### src/rtl/mcs4_cycle_ctrl.sv
// Two-phase clock-enable and instruction-cycle sequencer for the MCS-4 system.
// Steps the eight 4004 subcycles and supports run, halt and single instruction-cycle step.
module mcs4_cycle_ctrl #(
    parameter int CLK_DIV = 4,
    parameter int CNT_W   = 16
) (
    input  logic             clk,
    input  logic             rst,
    input  logic             run_i,
    input  logic             halt_i,
    input  logic             step_i,
    output logic             clken_1,
    output logic             clken_2,
    output logic             sync,
    output logic [2:0]       subcycle,
    output logic             running,
    output logic [CNT_W-1:0] icycle_cnt
);

    localparam int T_W = ($clog2(2 * CLK_DIV) < 1) ? 1 : $clog2(2 * CLK_DIV);
    localparam logic [T_W-1:0] T_LAST = T_W'(2 * CLK_DIV - 1);
    localparam logic [T_W-1:0] T_HALF = T_W'(CLK_DIV);
    localparam logic [T_W-1:0] T_ZERO = {T_W{1'b0}};

    typedef enum logic [1:0] {
        ST_HALTED = 2'd0,
        ST_RUN    = 2'd1,
        ST_STEP   = 2'd2
    } state_t;

    state_t           state_r;
    state_t           state_s;
    logic [T_W-1:0]   t_r;
    logic [T_W-1:0]   t_s;
    logic [2:0]       s_r;
    logic [2:0]       s_s;
    logic             stop_pending_r;
    logic             stop_pending_s;
    logic [CNT_W-1:0] cnt_r;
    logic [CNT_W-1:0] cnt_s;
    logic             last_tick_s;
    logic             boundary_s;
    logic             stop_req_s;
    logic             active_s;

    // Next-state computation for the sequencer and its counters.
    always_comb begin
        state_s        = state_r;
        t_s            = t_r;
        s_s            = s_r;
        stop_pending_s = stop_pending_r;
        cnt_s          = cnt_r;
        last_tick_s    = (t_r == T_LAST);
        boundary_s     = last_tick_s && (s_r == 3'd7);
        stop_req_s     = halt_i || !run_i;

        case (state_r)
            ST_HALTED: begin
                t_s            = T_ZERO;
                s_s            = 3'd0;
                stop_pending_s = 1'b0;
                if (halt_i) begin
                    state_s = ST_HALTED;
                end else if (run_i) begin
                    state_s = ST_RUN;
                end else if (step_i) begin
                    state_s = ST_STEP;
                end else begin
                    state_s = ST_HALTED;
                end
            end
            ST_RUN, ST_STEP: begin
                if (last_tick_s) begin
                    t_s = T_ZERO;
                    s_s = s_r + 3'd1;
                end else begin
                    t_s = t_r + T_W'(1);
                    s_s = s_r;
                end
                if (boundary_s) begin
                    cnt_s          = cnt_r + CNT_W'(1);
                    stop_pending_s = 1'b0;
                    // A stop request seen on the boundary clock itself still counts.
                    if (state_r == ST_STEP || stop_pending_r || stop_req_s) begin
                        state_s = ST_HALTED;
                    end else begin
                        state_s = ST_RUN;
                    end
                end else if (state_r == ST_RUN) begin
                    stop_pending_s = stop_pending_r || stop_req_s;
                end else begin
                    stop_pending_s = 1'b0;
                end
            end
            default: begin
                state_s        = ST_HALTED;
                t_s            = T_ZERO;
                s_s            = 3'd0;
                stop_pending_s = 1'b0;
            end
        endcase

        active_s = (state_s != ST_HALTED);
    end

    // State, counters and outputs decoded from the next register values.
    always_ff @(posedge clk or negedge rst) begin
        if (!rst) begin
            state_r        <= ST_HALTED;
            t_r            <= T_ZERO;
            s_r            <= 3'd0;
            stop_pending_r <= 1'b0;
            cnt_r          <= {CNT_W{1'b0}};
            clken_1        <= 1'b0;
            clken_2        <= 1'b0;
            sync           <= 1'b0;
            subcycle       <= 3'd0;
            running        <= 1'b0;
        end else begin
            state_r        <= state_s;
            t_r            <= t_s;
            s_r            <= s_s;
            stop_pending_r <= stop_pending_s;
            cnt_r          <= cnt_s;
            clken_1        <= active_s && (t_s == T_ZERO);
            clken_2        <= active_s && (t_s == T_HALF);
            sync           <= active_s && (s_s == 3'd7);
            subcycle       <= s_s;
            running        <= active_s;
        end
    end

    assign icycle_cnt = cnt_r;

endmodule

### config.mk
export PLATFORM = sky130hd
export DESIGN_NAME = mcs4_cycle_ctrl
export DESIGN_NICKNAME = d
export VERILOG_FILES = /design/src/rtl/mcs4_cycle_ctrl.sv
export SDC_FILE = /design/constraint.sdc
export NUM_CORES = 1
export LEC_CHECK = 0
export BUFFER_PORTS_ARGS = -buffer_cell sky130_fd_sc_hd__buf_2
export CAP_MARGIN = 40
export CORE_MARGIN = 2
export CORE_UTILIZATION = 56
export CTS_BUF_LIST = sky130_fd_sc_hd__clkbuf_4 sky130_fd_sc_hd__clkbuf_8
export DETAILED_ROUTE_END_ITERATION = 8
export HOLD_SLACK_MARGIN = 0.1
export PLACE_DENSITY_LB_ADDON = 0.12
export RECOVER_POWER = 50
export SYNTH_ARGS = -nofsm -noshare
export SYNTH_HDL_FRONTEND = slang
export SYNTH_SLANG_ARGS = --single-unit
### constraint.sdc
create_clock -name clk -period 2.19 [get_ports clk]
set_input_delay 0.438 -clock clk [delete_from_list [all_inputs] [get_ports clk]]
set_output_delay 0.438 -clock clk [all_outputs]
set_load 0.1 [all_outputs]
* Yosys cells after proc, flatten, opt, wreduce, memory -nomap -nowiden
Index checks and enable logic that the tools add are counted.
** Operators by class
- Add/subtract/negate cells :: 3
- Equal/unequal tests :: 6
- Muxes and demuxes :: 13
- Reductions and logical operators :: 14
** Operators by type and width (number)
- $add A16 B1 Y16 const B :: 1
- $eq A3 B3 Y1 const B :: 4
- $mux W3 :: 4
- $mux W2 :: 4
- $add A3 B1 Y3 const B :: 2
- $logic_and A1 B1 Y1 :: 4
- $logic_or A1 B1 Y1 :: 4
- $mux W1 :: 4
- $pmux W2 S2 :: 1
- $logic_not A3 Y1 :: 1
- $eq A2 B1 Y1 const B :: 1
- $eq A2 B2 Y1 const B :: 1
- $logic_not A2 Y1 :: 1
- $reduce_and A2 Y1 :: 1
- $reduce_bool A2 Y1 :: 1
- $reduce_or A2 Y1 :: 1
- $logic_not A1 Y1 :: 1
** Word-level totals
- Register bits after elaboration :: 29
- Output and inout port bits :: 23

* Logic depth before layout (Yosys ltp)
Gate-level depths: netlist of run 1.
- Depth in word-level cells :: 8
- Mapped depth :: 7
- Depth with buffers taken out :: 6

* Least setup slack after synthesis of run 1
Ideal clock, no wire load.
- Path type :: register to register
- Start :: reg s_r[0]
- End :: reg cnt_r[12], in the netlist icycle_cnt[12]
- Setup time :: 0.159 ns
- Arrival :: 2.186 ns
- Required time :: 2.031 ns
- Setup slack :: -0.155 ns
- Cell stages (with the launch flop) :: 7
- Path buffers :: 0
- Path through :: dfrtp_1 -> ha_1 -> ha_1 -> nand3_4 -> nor4_4 -> nand3_1 -> xnor2_1
** Between the ends
- Word-level cells in the longest chain between the ends :: 3
** RTL lines
- from (decl) :: line 35 : logic [2:0] s_r;
- from (signal assigned) :: line 122 : s_r <= s_s;
- $eq A3 B3 Y1 :: line 54 : boundary_s = last_tick_s && (s_r == 3'd7);
- $logic_and A1 B1 Y1 :: line 54
- $reduce_and A2 Y1 (no line)
- to (signal assigned) :: line 113 : cnt_r <= {CNT_W{1'b0}};
- to (signal assigned) :: line 124 : cnt_r <= cnt_s;
- to (decl) :: line 39 : logic [CNT_W-1:0] cnt_r;
No other way between the ends.
A chain may end at the register's enable or synchronous reset.

* Worst setup path in the final report of run 1
- Start :: reg state_r[0]
- End :: reg sync
** Between the ends
- Word-level cells in the longest chain between the ends :: 8
** RTL lines
- from (decl) :: line 31 : state_t state_r;
- from (signal assigned) :: line 120 : state_r <= state_s;
- $eq A2 B2 Y1 :: line 57, 84
- $logic_or A1 B1 Y1 (2 in series) :: line 84 : if (state_r == ST_STEP || stop_pending_r || stop_req_s) begin
- $mux W1 :: line 84
- $mux W2 :: line 80 : if (boundary_s) begin
- $pmux W2 S2 :: line 57 : case (state_r)
- $reduce_bool A2 Y1 :: line 103 : active_s = (state_s != ST_HALTED);
- $logic_and A1 B1 Y1 (*) :: line 127 : sync <= active_s && (s_s == 3'd7);
- to (signal assigned) :: line 127
- to (decl) :: line 14 : output logic sync,
Every way passes the cells marked *; elsewhere a longest branch is shown, timed or not.

==> results.toml, run 1 <==
[hold_path]
hold_path_startpoint = "step_i"
hold_class = "in -> reg"

[global_route]
antenna_found_initial = 0
track_usage_pct = 21.12
grt_pass1_vias = 919
grt_max_degree = 30
grt_pass1_wl_um = 4098
overflow = 0

[drt]
met1_length_um = 1020
vias_per_cell = 5.276
wl_um = 2388
wl_per_cell_um = 13.72
highest_layer = "met4"
ant_nets = 0
num_vias = 918
drc = 0
drt-initial-drc-count = 4
dr.pass1.iters = 4
met3_length_um = 112
dr_wl_met2_um = 1205

[yosys]
yosysUniqueCellTypes = 29
synth-compound-area-share_pct = 2.007
ys_ff_latch = 29
synthTopCellsByCount = "29 x dfrtp_1, 11 x xnor2_1, 10 x nor2_1"
async_flop_share_pct = 100.0
synth_edf_count = 0
synthAdderAreaFrac_pct = 8.212
ys_seq_area_share_pct = 52.92
syn_nets = 126
synth_top_family_by_area = "simple AND/OR/NAND/NOR gates"
synth_top_area_share_pct = 52.92
synth-xor-area-share_pct = 10.22
synth_area_leaders = "dfrtp_1 53%, ha_1 8.2%, xnor2_1 7.0%"
synth-simple-area-share_pct = 23.54
syn_inst = 112
netlist_area_sq_um = 1371
synth_area_leader_cell = "dfrtp_1"
synth_area_per_cell_sq_um = 12.24
synthMuxAreaShare_pct = 1.460
synth_warnings = 0
ys_dominant_reg_cell = "dfrtp_1"
yosysMostFrequentCell = "dfrtp_1"

[cts]
cts_buffer_depth = 2
cts_hold_buffers = 0
post_cts_buffers = 0
cts_buffers = 5
ctsResizeCount = 0
clk_pin_slew_ps = 90
cts_tree = "done"
cts.sinks = 29
clock_latency_ps = 330
htreeDepth = 2
cts-root-buf = "clkbuf_4"

[worst_setup_path]
cp-start-kind = "flip-flop"
cp.required_ps = 2410
r2r-start = "state_r[0]"
r2r_slack_ps = 210
startpoint = "state_r[0]"
worstSetupPathType = "reg -> reg"
crit_path_end_kind = "flip-flop"
crit_chain = "inv_1, ha_1, a21boi_1, a32o_2, nor3b_4, and4b_1"
slowest_delay_ps = 410
critPathArrivalTime_ps = 2190
cp_max_fo = 9
cp_slowest_cell = "ha_1"

[die]
initial_utilization_pct = 60.82
core_region_area_sq_um = 2255
fp.dieArea_sq_um = 2861
die_h_um = 53.49
rows = 17
fp.dieW_um = 53.49
ios = 28

[place]
port_buffers = 27
dp.cells = 166
hpwl_um = 1753
finalWeightedCongestion = 0.7555

[timing]
fin_crit_sh_pct = 90.31
final_max_slew_viol_count = 30
rsz0062_at_grt = "false"
worst_pin_slew_ps = 1511
setup-tns-final_ps = 0
hold_viol_final = 0
setup_viol = 0
fin_skew_ps = 12.16
period_needed_ps = 1978
relSlewSlack_pct = -0.7270
max_freq_ghz = 0.5056

[layout]
final_nets = 159
fin_util_pct = 70.70
layout.cells.non_filler = 174
drive_above_1_share_pct = 32.19
area_growth_pct = 16.24
diodes = 0
fillers = 167

[power_and_ir_drop]
power.total_mw = 1.183
power.density_nw_per_um2 = 741.9
vdd_drop_max_v = 0.0006537
power_leakage_nw = 0.8633

[run_status]
violations = "capacitance limit, slew limit"
status = "complete, but fails checks"

[run]
cap_violations = 1
## layout make-up
class	count	area, sq um	share of cell area, %
repair buffers	27	133.9	8.399
flip-flops and latches	29	732.0	45.92
inverters	4	15.01	0.9419
clock buffers	6	45.04	2.826
well taps	28	35.03	2.198
multi-input cells	78	623.1	39.09
clock inverters	2	10.01	0.6279
## state kept, by name, indices dropped and copies added, names as in the netlist
signal,flops
clken_1,1
clken_2,1
icycle_cnt,16
running,1
s_r,3
state_r,2
stop_pending_r,1
sync,1
t_r,3
## power breakdown
group	internal, mW	total, mW	switching [mW]
Sequential	0.572	0.591	0.0191
Combinational	0.0798	0.276	0.196
Clock	0.134	0.316	0.182
## critical path, delay by kind of cell (launching register included)
kind / cells / cell delay (ps)
compound gates: 2 / 480
simple gates: 2 / 480
fa+ha+maj: 1 / 410
flops: 1 / 400
buf+inv: 1 / 90
## per-stage QoR
| step | hold WS (ps) | cell area [sq um] | setup slack, ps |
|---|---|---|---|
| floorplan | 142.4 | 1378 | 93.53 |
| global placement | 436.9 | 1540 | 294.4 |
| detailed placement | 446.7 | 1540 | 235.0 |
| CTS | 116.9 | 1595 | 209.3 |
| global route | 453.6 | 1594 | 102.7 |
| finish | 434.4 | 1594 | 212.2 |
## worst paths after layout
path,endpoint,depth (start not counted)
worst max-delay path,sync,6
worst min-delay path,state_r[1],3
worst max register to register,sync,6
worst min register to register,t_r[0],1
max in group asynchronous,s_r[0],1
min in group asynchronous,icycle_cnt[9],1
## metal layers
layer / global-route usage (%) / up-vias
met1: 22.92 / 442
met2: 35.19 / 19
met5: 0 / -
met3: 8.757 / 7
met4: 10.26 / 0
li1: - / 450
## kinds of logic after synthesis
group,count (synthesis)
buffers and inverters,5
XOR/XNOR,16
AO/OA/AOI/OAI,3
multiplexers,2
adder cells (fa/ha/maj),9
AND/OR/NAND/NOR,48
flip-flops,29
## cell usage in the layout, fill, tap and decap left out, drive strengths merged, types with 2 or more instances in the layout
cell type	count
dfrtp	29
buf	23
xnor2	11
nor2	11
clkbuf	10
ha	9
nand2	8
nand3	6
xor2	5
nand4	5
inv	4
and2	3
and3	3
mux2i	2
nor2b	2
clkinv	2
nor3b	2
(Power assumes the default switching activity.)
==> run 2: changes to the inputs <==
--- a/config.mk
+++ b/config.mk
@@ -8,3 +8,2 @@
 export BUFFER_PORTS_ARGS = -buffer_cell sky130_fd_sc_hd__buf_2
-export CAP_MARGIN = 40
 export CORE_MARGIN = 2
==> constraint.sdc (replaced) <==
create_clock -name clk -period 2.19 [get_ports clk]
set_input_delay 0.657 -clock clk [delete_from_list [all_inputs] [get_ports clk]]
set_output_delay 0.657 -clock clk [all_outputs]
set_load 0.1 [all_outputs]
==> results.toml, run 2 (synthesis results as in run 1) <==
[run_status]
status = "finished, final reports clean"

[layout]
final_cell_mix = "26 x buf_2, 24 x dfrtp_1, 11 x xnor2_1"
final_nets = 159
area_growth_pct = 17.34
fillers = 177
stdcell_area_sq_um = 1609
diodes = 0
largest_reg_flops = 16
drive_above_1_share_pct = 32.19
final_common_cell = "buf_2"

[timing]
setup_viol = 0
hold_ws_ps = 467.5
fin_skew_ps = 3.632
hold_viol_final = 0
relSlewSlack_pct = 1.085
max_freq_ghz = 0.5023
setup-tns-final_ps = 0
fin_crit_sh_pct = 90.91
worst_pin_slew_ps = 1484
period_needed_ps = 1991
final_max_slew_viol_count = 0
rsz0062_at_grt = "false"

[die]
core_region_area_sq_um = 2255
rows = 17
initial_utilization_pct = 60.82
die_h_um = 53.49
ios = 28
fp.dieW_um = 53.49
fp.dieArea_sq_um = 2861

[power_and_ir_drop]
vdd_drop_max_v = 0.0006901
power.total_mw = 1.234
power_leakage_nw = 0.8715
power.density_nw_per_um2 = 766.7

[worst_setup_path]
slowest_delay_ps = 420
worstReg2RegEnd = "sync"
cp-start-kind = "flip-flop"
worstRegToRegCells = 6
critPathArrivalTime_ps = 2190
cp_top_family = "compound AO/OA/AOI/OAI gates"
crit_path_end_kind = "flip-flop"
worstSetupPathType = "reg -> reg"
cp_slowest_cell = "ha_1"
cp.required_ps = 2390
crit_chain = "inv_1, ha_1, a21boi_1, a32o_2, nor3b_4, and4b_1"
r2r-start = "state_r[0]"
cp_max_fo = 9
r2r_slack_ps = 200
cp_num_buf_inv = 1

[cts]
cts_tree = "done"
cts_hold_buffers = 0
cts_buffer_depth = 2
post_cts_buffers = 0
ctsResizeCount = 0
clk_pin_slew_ps = 90
cts.sinks = 29
clock_latency_ps = 310
htreeDepth = 2
cts_buffers = 5
cts-root-buf = "clkbuf_4"

[drt]
num_vias = 940
wl_um = 2333
drt-initial-drc-count = 8
dr.pass1.iters = 4
drc = 0
wl_per_cell_um = 13.41
vias_per_cell = 5.402
ant_nets = 0

[global_route]
antenna_found_initial = 0
track_usage_pct = 20.47
grt_max_degree = 30
grt_pass1_vias = 934
grt_pass1_wl_um = 4022
overflow = 0

[place]
port_buffers = 27
placed_cell_area_sq_um = 1540
hpwl_um = 1774
finalWeightedCongestion = 0.7513

[run]
cap_violations = 0

[hold_path]
whs_path_depth = 1
min_to = "t_r[0]"
hold_class = "reg -> reg"
hold_path_startpoint = "t_r[0]"
[run 2: final cells by class]
type / count / area (sq um) / share of cell area, %
clock buffer: 7 / 65.06 / 4.044
multi-input combinational: 78 / 623.1 / 38.72
sequential: 29 / 732.0 / 45.49
tap: 28 / 35.03 / 2.177
clock inverter: 1 / 5.005 / 0.3110
timing repair buffer: 27 / 133.9 / 8.320
inverter: 4 / 15.01 / 0.9331
[run 2: power breakdown]
group	total [mW]	internal, mW	switching, mW	leakage [nW]
Combinational	0.281	0.0814	0.200	0.438
Clock	0.361	0.186	0.175	0.0413
Sequential	0.591	0.572	0.0190	0.392
Total	1.23	0.839	0.394	0.872
[run 2: layer usage]
metal	wire [um]	vias up	global-route usage (%)
met3	92	4	9.322
li1	-	453	-
met1	918	464	22.20
met5	0	-	0
met2	1288	19	34.57
met4	34	0	7.692
[run 2: worst reg2reg max path, delay by kind of cell, from the launching register on]
family | cells | cell delay, ps
buffers and inverters | 1 | 90
adders and majority gates | 1 | 420
AOI/OAI and AO/OA | 2 | 490
DFF | 1 | 410
and+or+nand+nor | 2 | 480
[run 2: how the worst max path moves through the flow]
| stage | cells past startpoint | from | endpoint |
|---|---|---|---|
| after floorplan | 4 | icycle_cnt[6] | icycle_cnt[12] |
| after global placement | 6 | state_r[0] | sync |
| after detailed placement | 6 | state_r[0] | sync |
| after CTS | 6 | state_r[0] | sync |
| after global routing | 6 | state_r[0] | sync |
| final | 6 | state_r[0] | sync |
[run 2: through the flow]
stage	util, %	std cells	setup slack [ps]
2_1_floorplan	-	112	93.53
3_3_place_gp	68.31	166	315.4
3_5_place_dp	68.31	166	210.1
4_1_cts	71.42	174	189.1
5_1_grt	71.37	174	67.11
6_report	71.37	174	199.0
==> run 3: changes to the inputs <==
- CTS_BUF_LIST: sky130_fd_sc_hd__clkbuf_4 sky130_fd_sc_hd__clkbuf_8 -> sky130_fd_sc_hd__clkbuf_8
- MAX_ROUTING_LAYER: not set -> met4
- SETUP_SLACK_MARGIN: not set -> 0.3
==> results.toml, run 3 (synthesis results as in run 1) <==
[cts]
clk_pin_slew_ps = 60
cts_buffers = 5
cts_tree = "done"
cts_hold_buffers = 0
htreeDepth = 2
clock_latency_ps = 280
cts_buffer_depth = 2
cts-root-buf = "clkbuf_8"
cts.sinks = 29

[timing]
finalWorstSetupSlack_ps = 276.8
setup-tns-final_ps = 0
fin_crit_sh_pct = 87.36
relSlewSlack_pct = 57.67
hold_viol_final = 0
worst_pin_slew_ps = 635.0
final_max_slew_viol_count = 0
hold_ws_ps = 395.5
fin_skew_ps = 5.363
rsz0062_at_grt = "true"
setup_viol = 0
max_freq_ghz = 0.5227
period_needed_ps = 1913

[hold_path]
hold_class = "in -> async"

[die]
rows = 17
core_region_area_sq_um = 2255
fp.dieArea_sq_um = 2861
fp.dieW_um = 53.49
die_h_um = 53.49
initial_utilization_pct = 60.82
ios = 28

[global_route]
track_usage_pct = 21.13
antenna_found_initial = 0
grt_pass1_wl_um = 4146
overflow = 0
grt_max_degree = 30
grt_pass1_vias = 937

[place]
finalWeightedCongestion = 0.7502
hpwl_um = 1783
dp.cells = 166
preCtsSetupSlack_ps = 219.3
port_buffers = 27

[worst_setup_path]
startpoint = "t_r[0]"
critPathCapture = "clken_2"
worstRegToRegCells = 6
worstReg2RegEnd = "clken_2"
cp.required_ps = 2350
cp_num_buf_inv = 0
critPathArrivalTime_ps = 2070
r2r_slack_ps = 280
cp_num_cells = 6
worstSetupPathType = "reg -> reg"
cp-start-kind = "flip-flop"
critPathMostFrequentCell = "ha_1"
crit_chain = "ha_1, ha_1, nand3_4, nor3_4, nor3b_4, nor4bb_1"
slowest_delay_ps = 380
cp_max_fo = 7
cp_slowest_cell = "ha_1"
cp_top_family = "simple AND/OR/NAND/NOR gates"
crit_path_end_kind = "flip-flop"
r2r-start = "t_r[0]"

[run_status]
status = "finished, final reports clean"

[drt]
wl_um = 2618
drt-initial-drc-count = 15
drc = 0
wl_per_cell_um = 14.96
num_vias = 948
vias_per_cell = 5.417
ant_nets = 0
dr.pass1.iters = 4

[layout]
drive_above_1_share_pct = 40.82
final_cell_mix = "27 x buf_2, 16 x dfrtp_1, 11 x xnor2_1, 11 x dfrtp_2, 10 x nor2_1"
fin_util_pct = 74.64
layout.cells.non_filler = 175
final_nets = 160
final_common_cell = "buf_2"
area_growth_pct = 22.72
diodes = 0
largest_reg_flops = 16
fillers = 169

[power_and_ir_drop]
power_leakage_nw = 0.8780
p_clk_share_pct = 34.7
power_frac_comb_pct = 22.6
pwr-share-seq_pct = 42.7
p_int_mw = 0.9606
power.density_nw_per_um2 = 828.1
p_sw_mw = 0.4330
vdd_drop_max_v = 0.0008349
sw_frac_of_total_pct = 31.07

[run]
cap_violations = 0
run 3: cell types whose count changed in the layout (fill, tap and decap cells not counted), moves of 2 or more:
cell,delta
and2_0,-2
and2_1,+2
clkbuf_4,-5
clkbuf_8,+5
dfrtp_1,-8
dfrtp_2,+6
dfrtp_4,+2
ha_1,-2
run 3: stage by stage:
step           instance area (sq um)  power (mW)
3_5_place_dp                    1570      0.8818
3_3_place_gp                    1570      0.8722
2_1_floorplan                   1408      0.8213
5_1_grt                         1683       1.454
4_1_cts                         1688       1.382
6_report                        1683       1.394
run 3: worst min path at each step:
stage / endpoint / slack [ps] / cells after the start
floorplan: clken_1 / 360 / 0
global placement: t_r[0] / 450 / 1
detailed placement: t_r[0] / 450 / 1
CTS: icycle_cnt[11] / 410 / 1
global route: icycle_cnt[5] / 450 / 1
finish: icycle_cnt[5] / 400 / 1
run 3: power by group through the flow:
| stage | Clock, mW | Combinational, mW | Sequential, mW |
|---|---|---|---|
| floorplan | 0 | 0.118 | 0.703 |
| global placement | 0 | 0.273 | 0.600 |
| detailed placement | 0 | 0.279 | 0.602 |
| CTS | 0.492 | 0.297 | 0.593 |
| global route | 0.519 | 0.338 | 0.597 |
| finish | 0.484 | 0.315 | 0.595 |
run 3: layer usage:
metal	share of wire, %	track usage (%)	vias to the layer above
li1	-	-	452
met1	44	24.23	458
met2	51	35.19	30
met3	4.7	5.932	8
met4	1.2	7.692	0
met5	0	-	-
run 3: area by class of cell:
type                            count  area (sq um)  share of cell area [%]
Sequential cell                    29         747.0                   44.39
Multi-Input combinational cell     78         641.9                   38.14
Timing Repair Buffer               28         142.6                   8.476
Clock buffer                        7         96.34                   5.725
Tap cell                           28         35.03                   2.082
Inverter                            4         15.01                  0.8922
Clock inverter                      1         5.005                  0.2974
run 3: what timing repair did:
item,CTS,global route
gates cloned,0,0
resized for setup,3,2
endpoints found under the setup margin,3,7
buffers inserted,1,0
